$ cat config.mk
export PLATFORM = sky130hd
export DESIGN_NAME = uart_result_tx
export DESIGN_NICKNAME = d
export VERILOG_FILES = /design/src/rtl/uart_result_tx.sv
export SDC_FILE = /design/constraint.sdc
export NUM_CORES = 1
export LEC_CHECK = 0
export BUFFER_PORTS_ARGS = -buffer_cell sky130_fd_sc_hd__buf_2
export CAP_MARGIN = 10
export CORE_MARGIN = 5
export CORE_UTILIZATION = 52
export DETAILED_ROUTE_END_ITERATION = 8
export PLACE_DENSITY = 0.8
export RECOVER_POWER = 100
export SYNTH_ARGS = -nofsm -noshare
export SYNTH_HDL_FRONTEND = slang
export SYNTH_SLANG_ARGS = --single-unit
$ cat constraint.sdc
create_clock -name clk_100MHz -period 2.3 [get_ports clk_100MHz]
set_clock_uncertainty 0.2 [all_clocks]
set_input_delay 0.23 -clock clk_100MHz [delete_from_list [all_inputs] [get_ports clk_100MHz]]
set_output_delay 0.23 -clock clk_100MHz [all_outputs]
set_load 0.005 [all_outputs]
$ cat src/rtl/uart_result_tx.sv
// uart_result_tx: serializes a NUM_BYTES-byte result word onto an 8N1 UART line,
// most-significant byte first, back-to-back frames, LSB first within a byte.
//
// Ports:
//   clk_100MHz  in   system clock, rising edge
//   reset_n     in   asynchronous active-low reset
//   start       in   send request, sampled every cycle while idle
//   data_in     in   word to send, latched on acceptance
//   busy        out  high from the cycle after acceptance until the last stop bit ends
//   done        out  one-cycle pulse when the last stop bit has finished
//   tx          out  registered serial line, idle high
module uart_result_tx #(
    parameter int CLK_FREQ  = 100_000_000,
    parameter int BAUD      = 9600,
    parameter int NUM_BYTES = 8
) (
    input  logic                   clk_100MHz,
    input  logic                   reset_n,
    input  logic                   start,
    input  logic [8*NUM_BYTES-1:0] data_in,
    output logic                   busy,
    output logic                   done,
    output logic                   tx
);

    localparam int DATA_W = 8 * NUM_BYTES;
    localparam int DIV    = CLK_FREQ / BAUD;
    localparam int TW     = $clog2(DIV);
    localparam int BYW    = (NUM_BYTES > 1) ? $clog2(NUM_BYTES) : 1;

    typedef enum logic [1:0] {
        IDLE,
        START_BIT,
        DATA_BITS,
        STOP_BIT
    } state_t;

    state_t            r_state;
    logic [TW-1:0]     r_tick;
    logic [2:0]        r_bit;
    logic [BYW-1:0]    r_byte;
    logic [DATA_W-1:0] r_sreg;
    logic              r_tx;
    logic              r_busy;
    logic              r_done;

    logic [7:0]        w_byte;
    logic              w_bit_end;

    // The byte on the wire is always the top byte; later bytes shift up into it.
    assign w_byte    = r_sreg[DATA_W-1 -: 8];
    assign w_bit_end = (r_tick == TW'(DIV - 1));

    assign tx   = r_tx;
    assign busy = r_busy;
    assign done = r_done;

    // tx is loaded one cycle ahead of each bit boundary so the line is a clean
    // register output and never sees start/data_in combinationally.
    always_ff @(posedge clk_100MHz or negedge reset_n) begin
        if (!reset_n) begin
            r_state <= IDLE;
            r_tick  <= '0;
            r_bit   <= '0;
            r_byte  <= '0;
            r_sreg  <= '0;
            r_tx    <= 1'b1;
            r_busy  <= 1'b0;
            r_done  <= 1'b0;
        end else begin
            r_done <= 1'b0;
            unique case (r_state)
                IDLE: begin
                    r_tx   <= 1'b1;
                    r_busy <= 1'b0;
                    if (start) begin
                        r_sreg  <= data_in;
                        r_tick  <= '0;
                        r_bit   <= '0;
                        r_byte  <= '0;
                        r_tx    <= 1'b0;
                        r_busy  <= 1'b1;
                        r_state <= START_BIT;
                    end
                end
                START_BIT: begin
                    if (w_bit_end) begin
                        r_tick  <= '0;
                        r_bit   <= '0;
                        r_tx    <= w_byte[0];
                        r_state <= DATA_BITS;
                    end else begin
                        r_tick <= r_tick + TW'(1);
                    end
                end
                DATA_BITS: begin
                    if (w_bit_end) begin
                        r_tick <= '0;
                        if (r_bit == 3'd7) begin
                            r_tx    <= 1'b1;
                            r_state <= STOP_BIT;
                        end else begin
                            r_bit <= r_bit + 3'd1;
                            r_tx  <= w_byte[r_bit + 3'd1];
                        end
                    end else begin
                        r_tick <= r_tick + TW'(1);
                    end
                end
                STOP_BIT: begin
                    if (w_bit_end) begin
                        r_tick <= '0;
                        if (r_byte == BYW'(NUM_BYTES - 1)) begin
                            r_tx    <= 1'b1;
                            r_busy  <= 1'b0;
                            r_done  <= 1'b1;
                            r_state <= IDLE;
                        end else begin
                            r_sreg  <= r_sreg << 8;
                            r_byte  <= r_byte + BYW'(1);
                            r_tx    <= 1'b0;
                            r_state <= START_BIT;
                        end
                    end else begin
                        r_tick <= r_tick + TW'(1);
                    end
                end
                default: begin
                    r_state <= IDLE;
                end
            endcase
        end
    end

endmodule

; Word-level counts from Yosys, hierarchy flattened
; Cells that the tools add are included.
[op_classes]
addsub = 3
magnitude_cmp = 1
eq_ne = 14
muxes = 37
reduce_logical = 9
[op_table]
columns = operator, count
row1 = 2-to-1 mux 64 bit, 3
row2 = one-hot mux 64 bit (2 select lines), 1
row3 = 2-to-1 mux 14 bit, 2
row4 = one-hot mux 14 bit (2 select lines), 1
row5 = 2-to-1 mux 3 bit, 6
row6 = "inequality test 2 bit, second input constant", 8
row7 = "adder 14 x 1 -> 14 bit, second input constant", 1
row8 = "== test 14 bit, second input constant", 1
row9 = 2-to-1 mux 1 bit, 13
row10 = 2-to-1 mux 2 bit, 5
row11 = AND reduction 5 bit, 2
row12 = one-hot mux 3 bit (3 select lines), 1
row13 = one-hot mux 2 bit (4 select lines), 1
row14 = "adder 3 x 1 -> 3 bit, second input constant", 2
row15 = "== test 3 bit, second input constant", 2
row16 = one-hot mux 3 bit (2 select lines), 1
row17 = AND reduction 3 bit, 2
row18 = "== test 2 bit, second input constant", 2
row19 = "less-than comparator 3 x 4 -> 1 bit, second input constant", 1
row20 = one-hot mux 1 bit (4 select lines), 1
row21 = AND reduction 4 bit, 1
row22 = binary-select mux 1 bit (select 3 bit), 1
row23 = nonzero test 3 bit, 1
row24 = OR reduction 3 bit, 1
row25 = other kinds (4), 4
[word_totals]
register_bits = 89
in_bits = 67
out_inout_bits = 3
word_cells = 72

; Longest topological paths before layout
; Gate-level depths: netlist (run 1).
[logic_depth]
ltp_word = 6
depth_mapped = 9
depth_no_buf = 6

; Worst setup path before layout (run 1)
; Ideal clock, no wire load.
[synth_timing]
path_type = flip-flop to flip-flop
from = register r_state[0]
to = register r_sreg[24]
setup_ps = 125
t_arrival_ps = 1886
required_time_ps = 1975
setup_slack_ps = 89
stages_incl_launch_ff = 10
n_path_buf = 3
synth_period_minus_slack_ps = 2211
path_cell_list = dfrtp_1 -> inv_1 -> ha_1 -> nand2_1 -> or2_2 -> buf_2 -> o21ai_4 -> buf_12 -> buf_12 -> mux2_4
[synth_via]
elab_chain_len = 3
elab_cells_between_ends = 8
classes_between = eq/ne (4) / mux (1) / reduce/logical (3)
[synth_rtl]
columns = item, line
row1 = from (decl), 38  ; state_t r_state;
row2 = from (signal assigned), 62  ; r_state <= IDLE;
row3 = from (signal assigned), 83  ; r_state <= START_BIT;
row4 = from (signal assigned), 91  ; r_state <= DATA_BITS;
row5 = == test 2 bit or zero test 2 bit (tied branches), 72  ; unique case (r_state)
row6 = inequality test 2 bit (no line) or nonzero test 2 bit (tied branches), --
row7 = AND reduction 4 bit (no line), --
row8 = to (signal assigned), 77  ; r_sreg <= data_in;
row9 = to (signal assigned), 119  ; r_sreg <= r_sreg << 8;
row10 = to (decl), 42  ; logic [DATA_W-1:0] r_sreg;
; Parallel ways exist; a longest one is shown, timed or not.
; A chain may end at the register's enable or synchronous reset.

; Worst setup path in the final report (run 1)
[layout_timing]
from = register r_byte[0]
to = register r_sreg[23]
[layout_via]
elab_chain_len = 3
[layout_rtl]
columns = item, line
row1 = from (decl), 41  ; logic [BYW-1:0] r_byte;
row2 = from (signal assigned), 120  ; r_byte <= r_byte + BYW'(1);
row3 = == test 3 bit, 113  ; if (r_byte == BYW'(NUM_BYTES - 1)) begin
row4 = inequality test 2 bit (no line), --
row5 = AND reduction 4 bit (no line), --
; Every way passes these cells.

==> summary.json, run 1 <==
{
  "final_design_area_no_fill_sq_um": 5520,
  "layout.nets": 537,
  "path_cells": "ha_1 > ha_1 > inv_1 > nand3_2 > o21ai_4 > buf_4 > buf_6 > mux2_2",
  "worst_hold_path_class": "primary input to register",
  "ys_top_cells_by_area": "sky130_fd_sc_hd__dfrtp_1 (46%), sky130_fd_sc_hd__mux2_2 (18%), sky130_fd_sc_hd__mux2_4 (12%)",
  "globalRouteTotalUtil_pct": 17.21,
  "grt_start_max_net_pins": 51,
  "synth_edf_count": 0,
  "detail_route.wl_per_cell_microns": 16.98,
  "grt_pass1_vias": 3291,
  "fp-row-count": 35,
  "yosys_top_cell_by_area": "sky130_fd_sc_hd__dfrtp_1",
  "p_per_area_nw_per_um2": 504.1,
  "max_cap_viol_count": 0,
  "cp-startpoint": "r_byte[0]",
  "synthesis.instances": 372,
  "global_route_wire_length_before_repair_microns": 15720,
  "cp_num_buf_inv": 3,
  "slack_of_the_critical_path_ns": 0.08164,
  "clkTransAtPathRegs_ns": 0.09,
  "drtAntennaViolNets": 0,
  "gpl.final_weighted_congestion": 0.7898,
  "fin_hold_ws_ns": 0.02766,
  "synth_net_count": 449,
  "drt-pass1-iter-count": 4,
  "synthesis_stage_register_bit_count": 89,
  "ioPinCount": 70,
  "worstSetupStartpointType": "register",
  "timing.critical_path.arrival_ns": 2.26,
  "crit_path_depth": 8,
  "vdd_drop_max_mv": 0.3490,
  "cpMostUsedCell": "sky130_fd_sc_hd__ha_1",
  "critical-path-max-stage-delay_ns": 0.40,
  "global_route.overflow_total": 0,
  "detail_route.vias_per_cell": 5.554,
  "clk_root_buffer_cell": "sky130_fd_sc_hd__clkbuf_8",
  "finalCritPeriodShare_pct": 96.45,
  "cts_buffer_depth": 2,
  "cp.required_ns": 2.35,
  "syn2layout_area_growth_pct": 14.48,
  "min_period_ns": 2.218,
  "post_dp_cell_area_sq_um": 5295,
  "syn-mean-instance-area_sq_um": 12.96,
  "post_synth_instance_area_sq_um": 4822,
  "die_area_sq_um": 11300,
  "layout-drive-gt1-share_pct": 43.20,
  "core_sq_um": 9153,
  "slowest_stage": "sky130_fd_sc_hd__dfrtp_1",
  "ys_seq_area_share_pct": 46.21,
  "die_w_microns": 106.3,
  "placement.setup.worst_slack_ns": 0.03286,
  "final_setup_viols": 0,
  "initial_core_util_pct": 52.69,
  "synth-async-reset-ratio_pct": 100.0,
  "port-buffer-count": 69,
  "cp-end-kind": "register",
  "cts.sink_count": 89,
  "max_freq_mhz": 450.8,
  "worst-r2r-setup-slack_ns": 0.08,
  "mostFrequentLayoutCells": "sky130_fd_sc_hd__dfrtp_1 (87), sky130_fd_sc_hd__mux2_2 (75), sky130_fd_sc_hd__buf_2 (65), sky130_fd_sc_hd__nand2_1 (26), sky130_fd_sc_hd__mux2_1 (22)",
  "rsz0062_at_grt": "no",
  "tritoncts.num_buffers": 9,
  "synthDominantCellAreaShare_pct": 45.67,
  "final-max-slew-violation-count": 0,
  "ys.flop_type": "sky130_fd_sc_hd__dfrtp_1",
  "timing_worst_slew_pin_value_ns": 1.005,
  "r2r-end": "r_sreg[23]",
  "cts_max_level": 3,
  "antenna_violations_before_repair": 1,
  "tritoncts": "built",
  "synth-warning-count": 0,
  "worst_skew_pair.late_latency_ns": 0.35,
  "layout.cells.most_common": "sky130_fd_sc_hd__dfrtp_1",
  "final-hold-violation-count": 0,
  "status": "complete, no violations",
  "vias": 3188,
  "setup.worst_path.end": "r_sreg[23]",
  "rr_worst_depth": 8,
  "die_height_microns": 106.3,
  "hpwlAfterDp_microns": 6729,
  "detail_route.iter0.violations": 113,
  "crit-reg2reg-launch": "r_byte[0]",
  "synth_cell_types": 49,
  "crit_type": "register to register",
  "p_leak_nw": 2.615,
  "routed_wl_microns": 9746,
  "worst_hold_startpoint": "data_in[43]",
  "largest_fanout_on_the_critical_path": 11,
  "tns_ns": 0,
  "cpLargestDelayFamily": "adder cells",
  "antenna_cells": 0,
  "max-slew-margin-rel_pct": 32.98,
  "post-route-drc-count": 0
}
==> power breakdown <==
| part | internal, mW | total (mW) | switching [mW] | leakage [nW] |
|---|---|---|---|---|
| Combinational | 0.0893 | 0.154 | 0.0646 | 1.32 |
| Clock | 0.524 | 1.07 | 0.541 | 0.0986 |
| Sequential | 1.56 | 1.56 | 0 | 1.19 |
| Total | 2.18 | 2.78 | 0.606 | 2.61 |
==> worst min path at each step <==
stage / depth (start not counted) / to
after floorplan: 0 / busy
after global placement: 1 / r_tick[5]
after detailed placement: 1 / r_tick[5]
after CTS: 3 / r_sreg[17]
after global routing: 3 / r_sreg[17]
final: 3 / r_sreg[43]
==> registers in the layout (all words and copies together) (netlist names) <==
register and flops:
r_bit 3, r_tick 14, r_state 2, r_byte 3, done 1, busy 1, tx 1, r_sreg 64
==> metal layers <==
metal  vias up  GRT usage [%]  wire length (microns)
met4         2          4.255                    110
met3        11          5.161                    473
met2        80          27.29                   4654
met5         -              0                     13
li1       1523              -                      -
met1      1572          23.22                   4494
==> metrics by stage <==
stage                     std cells  power, mW  utilization [%]
after global placement          546      1.738            57.85
after CTS                       569      2.815            60.92
after floorplan                 372      1.641                -
final                           574      2.783            60.31
after global routing            574      2.900            60.31
after detailed placement        546      1.741            57.85
==> worst reg2reg max path, delay by kind of cell, from the launching register on <==
family	cells	cell delay (ns)
and+or+nand+nor	1	0.11
adders and majority gates	2	0.44
buffers and inverters	3	0.42
AOI/OAI and AO/OA	1	0.20
DFF	1	0.40
muxes	1	0.35
==> cell usage after synthesis (5+ instances only) <==
master / instances
sky130_fd_sc_hd__dfrtp_1: 88
sky130_fd_sc_hd__mux2_2: 75
sky130_fd_sc_hd__mux2_4: 40
sky130_fd_sc_hd__nand2_1: 26
sky130_fd_sc_hd__o21ai_0: 17
sky130_fd_sc_hd__inv_1: 12
sky130_fd_sc_hd__a21oi_1: 11
sky130_fd_sc_hd__ha_1: 10
sky130_fd_sc_hd__clkbuf_1: 9
sky130_fd_sc_hd__nor2_1: 8
sky130_fd_sc_hd__nand4_1: 6
sky130_fd_sc_hd__buf_12: 5
sky130_fd_sc_hd__mux2i_1: 5
sky130_fd_sc_hd__nand3_1: 5
sky130_fd_sc_hd__or3_1: 5
==> cell type report <==
type | count | area, sq um
inverters | 12 | 45.04
fillers | 731 | 3632
clock inverters | 4 | 52.55
multi-input cells | 253 | 2321
well taps | 111 | 138.9
repair buffers | 95 | 595.6
clock buffers | 10 | 137.6
flip-flops and latches | 89 | 2230
==> repair_timing <==
action                                 CTS  global route
endpoints found under the hold margin   46             0
hold buffers                             9             0
setup endpoints to repair                0            42
resized for setup                        0             6
buffers inserted                         0             2
==> cell families after synthesis <==
kind of cell    Yosys count  synth area share, %
simple gates             74                8.615
compound gates           45                6.098
mux                     122                31.94
xor+xnor                  2               0.3633
flops                    89                46.21
fa+ha+maj                10                2.595
buf+inv                  30                4.177
No activity file was read; power rests on OpenSTA's default activity.
==> run 2, diff against run 1 <==
Settings changed: RECOVER_POWER 100 to 50.
==> run 2 against run 1 <==
  * Cell area rose by 2.7%
  * Critical path depth is the same
  * Die area did not move
  * Largest cell class unchanged
  * Sequential power is essentially flat
  * Final cell count unchanged
  * First-iteration DRC count up 16%
  * Hold slack about the same
==> summary.json, run 2 (synthesis gave the netlist of run 1 again) <==
{
  "grt_start_max_net_pins": {"value": 51, "change": "unchanged"},
  "worstSetupStartpointType": "register",
  "core": {"value": 9153, "unit": "sq um", "change": "unchanged"},
  "r2r-end": "r_sreg[23]",
  "clkTransAtPathRegs": {"value": 0.09, "unit": "ns", "change": "about the same"},
  "regMostFlops": "r_sreg",
  "mostFrequentLayoutCells": "sky130_fd_sc_hd__dfrtp_1 (87), sky130_fd_sc_hd__mux2_2 (75), sky130_fd_sc_hd__buf_2 (67), sky130_fd_sc_hd__mux2_4 (40), sky130_fd_sc_hd__nand2_1 (26)",
  "timing_worst_slew_pin_value": {"value": 1.008, "unit": "ns", "change": "+0.002713 ns"},
  "top_regs": "r_sreg (64), r_tick (14)",
  "cts.sink_count": {"value": 89, "change": "unchanged"},
  "seq_power_share": {"value": 56.1, "unit": "%", "change": "about the same"},
  "die_height": {"value": 106.3, "unit": "microns", "change": "unchanged"},
  "clk_root_buffer_cell": "sky130_fd_sc_hd__clkbuf_8",
  "p_switching": {"value": 0.6080, "unit": "mW", "change": "+0.33%"},
  "layout-drive-gt1-share": {"value": 49.03, "unit": "%", "change": "+5.8 points"},
  "initial_core_util": {"value": 52.69, "unit": "%", "change": "unchanged"},
  "timing.critical_path.arrival": {"value": 2.28, "unit": "ns", "change": "+0.02 ns"},
  "dp_cells": {"value": 546, "change": "unchanged"},
  "final-hold-violation-count": {"value": 0, "change": "unchanged"},
  "pwr-share-clk": {"value": 38.3, "unit": "%", "change": "about the same"},
  "die_area": {"value": 11300, "unit": "sq um", "change": "unchanged"},
  "crit_type": "register to register",
  "die_w": {"value": 106.3, "unit": "microns", "change": "unchanged"},
  "layout.cells.most_common": "sky130_fd_sc_hd__dfrtp_1",
  "global_route.overflow_total": {"value": 0, "change": "unchanged"},
  "power.internal": {"value": 2.177, "unit": "mW", "change": "about the same"},
  "min_period": {"value": 2.235, "unit": "ns", "change": "+0.01689 ns"},
  "max_freq": {"value": 447.4, "unit": "MHz", "change": "-0.76%"},
  "vias": {"value": 3169, "change": "-0.60%"},
  "status": "complete, no violations",
  "drtAntennaViolNets": {"value": 0, "change": "unchanged"},
  "max_cap_viol_count": {"value": 0, "change": "unchanged"},
  "max-slew-margin-rel": {"value": 32.80, "unit": "%", "change": "-0.18 points"},
  "tritoncts": "built",
  "worst_hold_path_class": "primary input to register",
  "post_dp_cell_area": {"value": 5295, "unit": "sq um", "change": "unchanged"},
  "drt-pass1-iter-count": {"value": 4, "change": "unchanged"},
  "detail_route.iter0.violations": {"value": 131, "change": "+16%"},
  "ioPinCount": {"value": 70, "change": "unchanged"},
  "grt_pass1_vias": {"value": 3291, "change": "unchanged"},
  "syn2layout_area_growth_pct": 17.59,
  "largest_fanout_on_the_critical_path": {"value": 11, "change": "unchanged"},
  "routed_wl": {"value": 9696, "unit": "microns", "change": "-0.51%"},
  "finalCritPeriodShare": {"value": 97.18, "unit": "%", "change": "+0.73 points"},
  "layout.nets": {"value": 537, "change": "unchanged"},
  "p_per_area": {"value": 491.2, "unit": "nW/um^2", "change": "-2.6%"},
  "antenna_cells": {"value": 0, "change": "unchanged"},
  "fp-row-count": {"value": 35, "change": "unchanged"},
  "crit-reg2reg-launch": "r_byte[0]",
  "sw_frac_of_total": {"value": 21.83, "unit": "%", "change": "+0.051 points"},
  "rr_worst_depth": {"value": 8, "change": "unchanged"},
  "vdd_drop_max": {"value": 0.3490, "unit": "mV", "change": "about the same"},
  "cp-end-kind": "register",
  "register_area": {"value": 2230, "unit": "sq um", "change": "unchanged"},
  "final_design_area_no_fill": {"value": 5670, "unit": "sq um", "change": "+2.7%"},
  "port-buffer-count": {"value": 69, "change": "unchanged"},
  "tritoncts.num_buffers": {"value": 9, "change": "unchanged"},
  "detail_route.wl_per_cell": {"value": 16.89, "unit": "microns", "change": "-0.51%"},
  "final_setup_viols": {"value": 0, "change": "unchanged"},
  "filler_cell_count": {"value": 688, "change": "-5.9%"},
  "globalRouteTotalUtil": {"value": 17.21, "unit": "%", "change": "unchanged"},
  "hpwlAfterDp": {"value": 6729, "unit": "microns", "change": "unchanged"},
  "global_route_wire_length_before_repair": {"value": 15720, "unit": "microns", "change": "unchanged"},
  "final-max-slew-violation-count": {"value": 0, "change": "unchanged"},
  "post-route-drc-count": {"value": 0, "change": "unchanged"},
  "detail_route.vias_per_cell": {"value": 5.521, "change": "-0.60%"},
  "hold_path_end": "r_sreg[17]",
  "multi_input_comb_area": {"value": 2412, "unit": "sq um", "change": "+3.9%"},
  "antenna_violations_before_repair": {"value": 1, "change": "unchanged"},
  "worst_skew_pair.late_latency": {"value": 0.35, "unit": "ns", "change": "about the same"},
  "finalCoreUtilization": {"value": 61.95, "unit": "%", "change": "+1.6 points"},
  "comb_power_share": {"value": 5.6, "unit": "%", "change": "about the same"},
  "final_non_filler_cell_total": {"value": 574, "change": "unchanged"},
  "worst-r2r-setup-slack": {"value": 0.06, "unit": "ns", "change": "-0.02 ns"},
  "p_leak": {"value": 2.647, "unit": "nW", "change": "+1.2%"},
  "worst_hold_startpoint": "data_in[17]",
  "cts_max_level": {"value": 3, "change": "unchanged"},
  "largest_register_ffs": {"value": 64, "change": "unchanged"},
  "cts_buffer_depth": {"value": 2, "change": "unchanged"},
  "cp.required": {"value": 2.35, "unit": "ns", "change": "about the same"},
  "gpl.final_weighted_congestion": {"value": 0.7898, "change": "unchanged"},
  "holdPathStages": {"value": 3, "change": "unchanged"}
}
## run 2: layout make-up
| class | count | area share, % |
|---|---|---|
| Timing Repair Buffer | 95 | 11.54 |
| Multi-Input combinational cell | 253 | 42.54 |
| Clock inverter | 4 | 0.9267 |
| Sequential cell | 89 | 39.32 |
| Tap cell | 111 | 2.449 |
| Inverter | 12 | 0.7944 |
| Clock buffer | 10 | 2.427 |
## run 2: what timing repair did
action                                  in CTS  in global routing
gates resized for setup                      0                  6
endpoints found under the hold margin       46                  0
endpoints found under the setup margin       0                 42
setup buffers                                0                  2
hold buffers                                 9                  0
## run 2: metrics by stage
stage / hold WS (ns) / setup TNS [ns] / power, mW / setup WS, ns
global placement: 0.03612 / 0 / 1.738 / 0.1181
floorplan: -0.2656 / 0 / 1.641 / 0.08921
detailed placement: 0.03867 / 0 / 1.741 / 0.03286
finish: 0.02717 / 0 / 2.785 / 0.06475
CTS: 0.01345 / 0 / 2.815 / 0.02174
global route: 0.01202 / -0.02754 / 2.901 / -0.01239
## run 2: worst max-delay path, stage by stage, from the launching register on
cell and delay, ns:
sky130_fd_sc_hd__dfrtp_1 0.40, sky130_fd_sc_hd__ha_1 0.21, sky130_fd_sc_hd__ha_1 0.23, sky130_fd_sc_hd__inv_1 0.10, sky130_fd_sc_hd__nand3_2 0.11, sky130_fd_sc_hd__o21ai_4 0.22
sky130_fd_sc_hd__buf_4 0.16, sky130_fd_sc_hd__clkbuf_16 0.16, sky130_fd_sc_hd__mux2_2 0.33
## run 2: layer usage
layer | wire (microns) | GRT usage [%] | up-vias
met5 | 13 | 0 | -
met1 | 4496 | 23.22 | 1567
li1 | - | - | 1528
met2 | 4665 | 27.29 | 62
met3 | 423 | 5.161 | 10
met4 | 96 | 4.255 | 2
## run 2: power by group through the flow
stage / clock [mW] / sequential [mW] / combinational (mW)
final: 1.07 / 1.56 / 0.155
after global routing: 1.16 / 1.56 / 0.175
after CTS: 1.09 / 1.56 / 0.160
after detailed placement: 0 / 1.59 / 0.147
after global placement: 0 / 1.59 / 0.144
after floorplan: 0 / 1.59 / 0.0464
## run 2: worst max-delay path by stage
| stage | start | to | slack, ns | cells after the start |
|---|---|---|---|---|
| 2_1_floorplan | r_state[0] | r_sreg[24] | 0.09 | 9 |
| 3_3_place_gp | r_state[0] | r_sreg[38] | 0.12 | 7 |
| 3_5_place_dp | r_state[0] | r_sreg[34] | 0.03 | 7 |
| 4_1_cts | r_state[0] | r_sreg[29] | 0.02 | 7 |
| 5_1_grt | r_byte[0] | r_sreg[19] | -0.01 | 8 |
| 6_report | r_byte[0] | r_sreg[23] | 0.06 | 8 |
==> run 3, diff against run 2 <==
Settings changed: CELL_PAD_IN_SITES_DETAIL_PLACEMENT from default to 1, CELL_PAD_IN_SITES_GLOBAL_PLACEMENT from default to 1, CORE_UTILIZATION 52 to 42, PLACE_DENSITY 0.8 to 0.79.
==> run 3 against run 2 <==
  * Flip-flop and latch count did not move
  * Count of clock-buffer cells in the layout decreased by 1
  * First-iteration DRC count down 37%
  * Critical endpoint is now r_sreg[58]
==> summary.json, run 3 (synthesis gave the netlist of run 1 again) <==
{
  "placement.setup.worst_slack": {"value": 0.03115, "unit": "ns", "change": "-0.001712 ns"},
  "global_route.overflow_total": {"value": 0, "change": "unchanged"},
  "die_w": {"value": 117.2, "unit": "microns", "change": "+10%"},
  "vias": {"value": 3296, "change": "+4.0%"},
  "worst_hold_startpoint": "data_in[63]",
  "gpl.final_weighted_congestion": {"value": 0.7584, "change": "-4.0%"},
  "multi_input_comb_area": {"value": 2419, "unit": "sq um", "change": "+0.26%"},
  "worst-r2r-setup-slack": {"value": 0.02, "unit": "ns", "change": "-0.05 ns"},
  "drt-pass1-iter-count": {"value": 4, "change": "unchanged"},
  "drtAntennaViolNets": {"value": 0, "change": "unchanged"},
  "final-hold-violation-count": {"value": 0, "change": "unchanged"},
  "p_switching": {"value": 0.7071, "unit": "mW", "change": "+16%"},
  "sw_frac_of_total": {"value": 21.36, "unit": "%", "change": "-0.47 points"},
  "max-slew-margin-rel": {"value": 20.20, "unit": "%", "change": "-13 points"},
  "cp-end-kind": "register",
  "initial_core_util": {"value": 42.60, "unit": "%", "change": "-10 points"},
  "filler_cell_count": {"value": 1192, "change": "+73%"},
  "regMostFlops": "r_sreg",
  "register_area": {"value": 2230, "unit": "sq um", "change": "unchanged"},
  "die_height": {"value": 117.2, "unit": "microns", "change": "+10%"},
  "clk_root_buffer_cell": "sky130_fd_sc_hd__clkbuf_16",
  "port-buffer-count": {"value": 69, "change": "unchanged"},
  "hpwlAfterDp": {"value": 8221, "unit": "microns", "change": "+22%"},
  "comb_power_share": {"value": 4.8, "unit": "%", "change": "-0.8 points"},
  "mostFrequentLayoutCells": "sky130_fd_sc_hd__dfrtp_1 (87), sky130_fd_sc_hd__mux2_2 (75), sky130_fd_sc_hd__buf_2 (67), sky130_fd_sc_hd__mux2_4 (40), sky130_fd_sc_hd__nand2_1 (26)",
  "layout-drive-gt1-share": {"value": 50.11, "unit": "%", "change": "+1.1 points"},
  "antenna_cells": {"value": 0, "change": "unchanged"},
  "cp.required": {"value": 2.32, "unit": "ns", "change": "-0.03 ns"},
  "timing.critical_path.arrival": {"value": 2.30, "unit": "ns", "change": "+0.02 ns"},
  "syn2layout_area_growth_pct": 21.59,
  "crit-reg2reg-launch": "r_state[1]",
  "post_route_m1_wl": {"value": 4883, "unit": "microns", "change": "+8.6%"},
  "slack_of_the_critical_path": {"value": 0.01846, "unit": "ns", "change": "-0.04629 ns"},
  "detail_route.vias_per_cell": {"value": 5.368, "change": "-2.8%"},
  "largest_register_ffs": {"value": 64, "change": "unchanged"},
  "pwr-share-clk": {"value": 47.9, "unit": "%", "change": "+9.6 points"},
  "grt_start_max_net_pins": {"value": 51, "change": "unchanged"},
  "hold_path_end": "r_sreg[63]",
  "cts.sink_count": {"value": 89, "change": "unchanged"},
  "p_per_area": {"value": 564.7, "unit": "nW/um^2", "change": "+15%"},
  "fin_hold_ws": {"value": 0.04988, "unit": "ns", "change": "+0.02271 ns"},
  "worst_hold_path_class": "primary input to register",
  "final_setup_viols": {"value": 0, "change": "unchanged"},
  "clkTransAtPathRegs": {"value": 0.07, "unit": "ns", "change": "-0.02 ns"},
  "route.met3.wl": {"value": 440, "unit": "microns", "change": "+4.0%"},
  "status": "complete, no violations",
  "detail_route.wl_per_cell": {"value": 19.19, "unit": "microns", "change": "+14%"},
  "worstSetupStartpointType": "register",
  "detail_route.iter0.violations": {"value": 82, "change": "-37%"},
  "grt_pass1_vias": {"value": 3740, "change": "+14%"},
  "crit_type": "register to register",
  "largest_fanout_on_the_critical_path": {"value": 21, "change": "+10"},
  "tritoncts.num_buffers": {"value": 9, "change": "unchanged"},
  "seq_power_share": {"value": 47.3, "unit": "%", "change": "-8.8 points"},
  "fp-row-count": {"value": 39, "change": "+11%"},
  "layout.cells.most_common": "sky130_fd_sc_hd__dfrtp_1",
  "timing_worst_slew_pin_value": {"value": 1.197, "unit": "ns", "change": "+0.1890 ns"},
  "tritoncts": "built",
  "rr_worst_depth": {"value": 8, "change": "unchanged"},
  "holdPathStages": {"value": 3, "change": "unchanged"},
  "cts_buffer_depth": {"value": 2, "change": "unchanged"},
  "max_cap_viol_count": {"value": 0, "change": "unchanged"},
  "die_area": {"value": 13720, "unit": "sq um", "change": "+21%"},
  "globalRouteTotalUtil": {"value": 17.94, "unit": "%", "change": "+0.73 points"},
  "max_freq": {"value": 438.3, "unit": "MHz", "change": "-2.0%"},
  "layout.nets": {"value": 543, "change": "+1.1%"},
  "core": {"value": 11320, "unit": "sq um", "change": "+24%"},
  "final-max-slew-violation-count": {"value": 0, "change": "unchanged"},
  "cts_max_level": {"value": 3, "change": "unchanged"},
  "post-route-drc-count": {"value": 0, "change": "unchanged"},
  "routed_wl": {"value": 11780, "unit": "microns", "change": "+22%"},
  "worst_skew_pair.late_latency": {"value": 0.34, "unit": "ns", "change": "about the same"},
  "antenna_violations_before_repair": {"value": 0, "change": "-1"},
  "vdd_drop_max": {"value": 0.3325, "unit": "mV", "change": "-4.7%"},
  "finalCritPeriodShare": {"value": 99.20, "unit": "%", "change": "+2.0 points"},
  "min_period": {"value": 2.282, "unit": "ns", "change": "+0.04629 ns"},
  "top_layer": "met4",
  "met2RoutedLength": {"value": 6264, "unit": "microns", "change": "+34%"},
  "p_leak": {"value": 2.715, "unit": "nW", "change": "+2.6%"},
  "top_regs": "r_sreg (64), r_tick (14)",
  "cp-startpoint": "r_state[1]",
  "r2r-end": "r_sreg[58]",
  "ioPinCount": {"value": 70, "change": "unchanged"},
  "power.internal": {"value": 2.604, "unit": "mW", "change": "+20%"},
  "global_route_wire_length_before_repair": {"value": 19000, "unit": "microns", "change": "+21%"}
}
-- run 3: cell count changes in the layout (fill, tap and decap cells not counted), moves of 2 or more --
| cell | previous run | this run |
|---|---|---|
| sky130_fd_sc_hd__clkbuf_8 | 10 | 0 |
| sky130_fd_sc_hd__clkbuf_16 | 2 | 10 |
| sky130_fd_sc_hd__clkbuf_2 | 1 | 4 |
| sky130_fd_sc_hd__buf_4 | 9 | 14 |
| sky130_fd_sc_hd__clkinvlp_4 | 0 | 4 |
| sky130_fd_sc_hd__buf_6 | 2 | 0 |
-- run 3: layout make-up --
cell class	instances	share of cell area [%]
clock buffers	9	3.841
clock inverters	7	1.622
inverters	12	0.7682
multi-input cells	253	41.25
flip-flops and latches	89	38.03
well taps	143	3.052
repair buffers	101	11.44
-- run 3: worst max-delay path, cell delays in order (launching register included) --
cell                      delay (ns)
sky130_fd_sc_hd__dfrtp_1        0.44
sky130_fd_sc_hd__inv_1          0.17
sky130_fd_sc_hd__ha_4           0.18
sky130_fd_sc_hd__nand2_1        0.08
sky130_fd_sc_hd__or2_2          0.33
sky130_fd_sc_hd__o21ai_4        0.09
sky130_fd_sc_hd__buf_12         0.15
sky130_fd_sc_hd__buf_16         0.19
sky130_fd_sc_hd__mux2_4         0.32
-- run 3: power groups by stage --
stage | logic [mW] | registers (mW) | clock network (mW)
after floorplan | 0.0464 | 1.59 | 0
after global placement | 0.149 | 1.59 | 0
after detailed placement | 0.153 | 1.59 | 0
after CTS | 0.167 | 1.56 | 1.63
after global routing | 0.180 | 1.56 | 1.68
final | 0.160 | 1.56 | 1.59
-- run 3: timing repair --
action                                  in CTS  in global routing
pin swaps                                    1                  2
hold buffers                                 9                  0
gates cloned                                 0                  1
resized for setup                            2                  5
hold endpoints to repair                    49                  0
buffers inserted                             0                  2
endpoints found under the setup margin       5                 58
-- run 3: worst max path at each step --
stage                 endpoint  slack (ns)  depth (start not counted)
finish              r_sreg[58]        0.02                          8
global route        r_sreg[58]       -0.03                          8
CTS                 r_sreg[23]        0.01                          7
detailed placement  r_sreg[22]        0.03                          7
global placement    r_sreg[22]        0.13                          7
floorplan           r_sreg[24]        0.09                          9
-- run 3: routing by layer --
layer | global-route usage [%] | up-vias
li1 | - | 1542
met2 | 31.22 | 64
met4 | 5.734 | 0
met3 | 3.033 | 17
met5 | 0 | -
met1 | 22.72 | 1673
-- run 3: stage by stage --
stage | TNS, ns | util [%] | instances | power [mW] | area [sq um]
floorplan | 0 | - | 372 | 1.641 | 4822
global placement | 0 | 47.60 | 586 | 1.743 | 5389
detailed placement | 0 | 47.60 | 586 | 1.748 | 5389
CTS | 0 | 51.29 | 611 | 3.357 | 5807
global route | -0.3035 | 51.79 | 614 | 3.428 | 5863
finish | 0 | 51.79 | 614 | 3.311 | 5863
